<file path="config.mk">
export PLATFORM = sky130hd
export DESIGN_NAME = clock_display_scan
export DESIGN_NICKNAME = d
export VERILOG_FILES = /design/src/rtl/clock_display_scan.sv
export SDC_FILE = /design/constraint.sdc
export NUM_CORES = 1
export LEC_CHECK = 0
export CORE_ASPECT_RATIO = 0.9
export CORE_MARGIN = 8
export CORE_UTILIZATION = 50
export DETAILED_ROUTE_END_ITERATION = 7
export PLACE_DENSITY = 0.74
export SLEW_MARGIN = 20
export SYNTH_ARGS = -nofsm -noshare
export SYNTH_HDL_FRONTEND = slang
export SYNTH_SLANG_ARGS = --single-unit
</file>
<file path="constraint.sdc">
create_clock -name clk -period 2.88 [get_ports clk]
set_clock_uncertainty 0.05 [all_clocks]
set_input_delay 0.864 -clock clk [delete_from_list [all_inputs] [get_ports clk]]
set_output_delay 0.864 -clock clk [all_outputs]
set_load 0.03 [all_outputs]
</file>
<file path="src/rtl/clock_display_scan.sv">
// Scans a 6-digit multiplexed 7-segment display showing HH:MM:SS, snapshotting the time once per frame.
// Optional feature: define BLANK_LEADING_ZERO_EN to blank the hours-tens digit when hours < 10.
module clock_display_scan #(
    parameter int SCAN_DIV = 4
) (
    input  logic       clk,
    input  logic       rst,
    input  logic [4:0] hours,
    input  logic [5:0] minutes,
    input  logic [5:0] seconds,
    output logic [6:0] seg,
    output logic [5:0] dig_en,
    output logic       frame_start
);
    localparam int DW = (SCAN_DIV > 1) ? $clog2(SCAN_DIV) : 1;

    localparam logic [6:0] SEG_DASH  = 7'h40;
    localparam logic [6:0] SEG_BLANK = 7'h00;

    logic [DW-1:0] div_cnt;
    logic [2:0]    idx;
    logic [4:0]    snap_h;
    logic [5:0]    snap_m;
    logic [5:0]    snap_s;
    logic          div_last;

    assign div_last = (div_cnt == DW'(SCAN_DIV - 1));

    // {tens, units} by comparing against multiples of ten; inputs never exceed 63
    function automatic logic [7:0] split_bcd(input logic [5:0] v);
        logic [3:0] t;
        logic [5:0] r;
        if (v >= 6'd50) begin
            t = 4'd5; r = v - 6'd50;
        end else if (v >= 6'd40) begin
            t = 4'd4; r = v - 6'd40;
        end else if (v >= 6'd30) begin
            t = 4'd3; r = v - 6'd30;
        end else if (v >= 6'd20) begin
            t = 4'd2; r = v - 6'd20;
        end else if (v >= 6'd10) begin
            t = 4'd1; r = v - 6'd10;
        end else begin
            t = 4'd0; r = v;
        end
        return {t, r[3:0]};
    endfunction

    function automatic logic [6:0] seg7(input logic [3:0] d);
        case (d)
            4'd0:    return 7'h3F;
            4'd1:    return 7'h06;
            4'd2:    return 7'h5B;
            4'd3:    return 7'h4F;
            4'd4:    return 7'h66;
            4'd5:    return 7'h6D;
            4'd6:    return 7'h7D;
            4'd7:    return 7'h07;
            4'd8:    return 7'h7F;
            4'd9:    return 7'h6F;
            default: return SEG_BLANK;
        endcase
    endfunction

    logic [7:0] bcd_h, bcd_m, bcd_s;
    logic       bad_h, bad_m, bad_s;
    logic [6:0] seg_nxt;

    always_comb begin
        bcd_h = split_bcd({1'b0, snap_h});
        bcd_m = split_bcd(snap_m);
        bcd_s = split_bcd(snap_s);
        bad_h = (snap_h > 5'd23);
        bad_m = (snap_m > 6'd59);
        bad_s = (snap_s > 6'd59);
        seg_nxt = SEG_BLANK;
        case (idx)
            3'd0: seg_nxt = bad_s ? SEG_DASH : seg7(bcd_s[3:0]);
            3'd1: seg_nxt = bad_s ? SEG_DASH : seg7(bcd_s[7:4]);
            3'd2: seg_nxt = bad_m ? SEG_DASH : seg7(bcd_m[3:0]);
            3'd3: seg_nxt = bad_m ? SEG_DASH : seg7(bcd_m[7:4]);
            3'd4: seg_nxt = bad_h ? SEG_DASH : seg7(bcd_h[3:0]);
            3'd5: begin
                if (bad_h)
                    seg_nxt = SEG_DASH;
`ifdef BLANK_LEADING_ZERO_EN
                else if (snap_h < 5'd10)
                    seg_nxt = SEG_BLANK;
`endif
                else
                    seg_nxt = seg7(bcd_h[7:4]);
            end
            default: seg_nxt = SEG_BLANK;
        endcase
    end

    // Outputs are registered from the current idx/snap, so they trail the scan state by one cycle
    always_ff @(posedge clk) begin
        if (rst) begin
            div_cnt     <= '0;
            idx         <= '0;
            snap_h      <= '0;
            snap_m      <= '0;
            snap_s      <= '0;
            seg         <= SEG_BLANK;
            dig_en      <= '0;
            frame_start <= 1'b0;
        end else begin
            if (div_last) begin
                div_cnt <= '0;
                if (idx == 3'd5) begin
                    idx    <= '0;
                    snap_h <= hours;
                    snap_m <= minutes;
                    snap_s <= seconds;
                end else begin
                    idx <= idx + 3'd1;
                end
            end else begin
                div_cnt <= div_cnt + DW'(1);
            end
            seg         <= seg_nxt;
            dig_en      <= 6'b1 << idx;
            frame_start <= (idx == 3'd0) && (div_cnt == '0);
        end
    end
endmodule

</file>
==> impl_metrics.py <==
metrics = {
    "synthesis": {
        "synth_edf_count": 0,
        "ys.flop_type": "dfxtp_1",
        "avgSynthCellArea_sq_um": 7.71,
        "synth-seq-cells": 36,
        "netlist_instances": 452,
        "yosysWarnings": 0,
        "ys_seq_area_frac": 0.207,
        "synthArstFlopShare": 0,
        "synth_cell_types": 82,
        "syn_nets": 515,
        "synth_area_sq_um": 3480,
    },
    "clock_tree": {
        "clockRootBuffer": "clkbuf_8",
        "cts_tree": "yes",
        "clock_latency_ps": 300,
        "clkTransAtPathRegs_ps": 80,
        "cts_hold_buf": 0,
        "ctsHtreeMaxLevel": 2,
        "cts_made_buffers": 5,
        "cts.path.max_buffers": 2,
        "cts.sinks": 36,
    },
    "finish": {
        "design_area_sq_um": 4330,
        "nets": 569,
        "fin_util": 0.628,
        "final_cell_mix": "nand2_1, a21oi_1, ha_1",
        "diodes": 0,
        "final_common_cell": "nand2_1",
        "syn_to_final_growth_pct": 24.2,
        "fin_cells": 600,
        "drive_gt1_frac": 0.201,
    },
    "die": {
        "ioPinCount": 33,
        "fp.dieArea_sq_um": 9900,
        "die_width_um": 104,
        "die-height_um": 95.2,
        "placementRows": 29,
        "initial_core_util": 0.505,
        "core_area_sq_um": 6890,
    },
    "route": {
        "drc": 0,
        "via_per_inst": 5.73,
        "wire_per_inst_um": 15.9,
        "vias": 3436,
        "postRouteAntennaNets": 0,
        "drt_iter0_drc": 151,
        "drtPass1Iterations": 4,
        "wl_um": 9550,
    },
    "place": {
        "place_hpwl_um": 7340,
        "gp_congestion": 0.931,
        "portBuffers": 32,
        "placed_area_sq_um": 4070,
        "placed_cells": 588,
    },
    "setup_path": {
        "cp_slowest_cell": "or3b_4",
        "cpPeakStageDelay_ps": 380,
        "critical_path_class": "flip-flop to flip-flop",
        "crit_fanout": 9,
        "path_cells": "inv_2 > ha_1 > or3b_4 > a21oi_4 > or2b_4 > buf_4 > a21oi_1 > or2_1 > or3_1 > a31oi_1 > o31a_1",
        "cp.required_ps": 3070,
        "path_buf_inv": 2,
        "worstSetupEndpointType": "flip-flop",
        "arrival_ps": 2960,
        "crit_family": "simple AND/OR/NAND/NOR gates",
        "start_kind": "flip-flop",
    },
    "timing": {
        "hold_viol_final": 0,
        "max_freq_mhz": 362,
        "tns_ps": 0,
        "relSlewSlack": 0.522,
        "slew_violations": 0,
        "worst_pin_slew_ps": 717,
        "setup_viol": 0,
        "finalCritPeriodShare": 0.959,
        "min_period_ps": 2760,
    },
    "global_route": {
        "grt_pass1_wl_um": 15600,
        "grt_usage": 0.189,
        "grt_max_degree": 22,
        "grt_pass1_vias": 3368,
        "antenna_found_initial": 0,
        "grt.overflow.total": 0,
    },
    "pwr": {
        "cellPowerDensity_nw_per_um2": 260,
        "p_leak_nw": 1.75,
        "irDropWorstVdd_mv": 0.177,
        "total_power_w": 0.00113,
    },
    "job": {
        "cap_violations": 0,
    },
    "min_path": {
        "hold_class": "flip-flop to flip-flop",
    },
    "run_status": {
        "status": "completed",
    },
}
worst register-to-register path, delay by kind of cell (launching register included):
family | cells | cell delay, ps
buf+inv | 2 | 200
simple gates | 4 | 1300
compound gates | 4 | 660
fa+ha+maj | 1 | 130
flops | 1 | 370
power by group:
| group | leakage (nW) | internal [W] | total [W] | switching, W |
|---|---|---|---|---|
| clock network | 0.0541 | 0.000256 | 0.000462 | 0.000205 |
| registers | 0.297 | 0.000512 | 0.000521 | 0.00000975 |
| logic | 1.40 | 0.0000695 | 0.000143 | 0.0000736 |
flip-flops by register name, indices dropped and copies added (netlist names):
signal,cells
snap_s,6
dig_en,6
div_cnt,2
seg,7
frame_start,1
snap_m,6
snap_h,5
idx,3
metrics by stage:
stage,hold slack (ps),setup WS [ps]
2_1_floorplan,377,16.2
3_3_place_gp,388,48.3
3_5_place_dp,405,-38.9
4_1_cts,418,4.97
5_1_grt,473,-38.6
6_report,419,118
per-layer routing:
| layer | global-route usage | routed length (um) | vias up |
|---|---|---|---|
| met1 | 0.230 | 4330 | 1609 |
| met5 | 0 | 0 | - |
| met3 | 0.0351 | 475 | 20 |
| li1 | - | - | 1721 |
| met2 | 0.328 | 4490 | 86 |
| met4 | 0.0722 | 245 | 0 |
cell families (layout without fill, tap and decap cells):
kind of cell | after synthesis | after routing | synth area share
AO/OA/AOI/OAI | 132 | 132 | 0.278
XOR/XNOR | 5 | 5 | 0.0147
adder cells (fa/ha/maj) | 44 | 44 | 0.158
buffers and inverters | 55 | 110 | 0.0661
flip-flops | 36 | 36 | 0.207
multiplexers | 5 | 5 | 0.0151
AND/OR/NAND/NOR | 175 | 175 | 0.261
cell usage after synthesis, types with 4 or more instances:
library cell / count / area, sq um
clkbuf_1: 10 / 37.5
or3_1: 5 / 31.3
a21oi_1: 41 / 205
ha_1: 44 / 551
o21ai_0: 15 / 75.1
buf_2: 7 / 35.0
nand2b_1: 7 / 43.8
inv_1: 34 / 128
nor3b_1: 5 / 37.5
nor2_1: 33 / 124
a211oi_1: 5 / 37.5
o221ai_1: 4 / 35.0
dfxtp_1: 36 / 721
a21o_1: 5 / 37.5
o21a_1: 4 / 30.0
and2_1: 10 / 62.6
nor3_2: 4 / 40.0
nand3_1: 14 / 70.1
a31oi_1: 10 / 62.6
nand2_1: 58 / 218
nor3_1: 11 / 55.1
layout make-up:
type | count | area (sq um)
Timing Repair Buffer | 68 | 588
Fill cell | 627 | 2570
Clock buffer | 5 | 68.8
Inverter | 34 | 128
Sequential cell | 36 | 734
Clock inverter | 3 | 42.5
Tap cell | 93 | 116
Multi-Input combinational cell | 361 | 2650
worst paths after layout:
kind | startpoint | to | slack [ps] | depth (start not counted)
min | div_cnt[0] | div_cnt[0] | 420 | 1
min reg2reg | div_cnt[0] | div_cnt[0] | 420 | 1
max | snap_s[3] | seg[4] | 120 | 11
max reg2reg | snap_s[3] | seg[4] | 120 | 11
repair_timing:
| action | in CTS | in global routing |
|---|---|---|
| cloned | 0 | 0 |
| setup buffers | 1 | 3 |
| pin swaps | 3 | 10 |
| resized for setup | 3 | 33 |
| setup endpoints to repair | 5 | 7 |
Power figures use the tool's default switching activity.
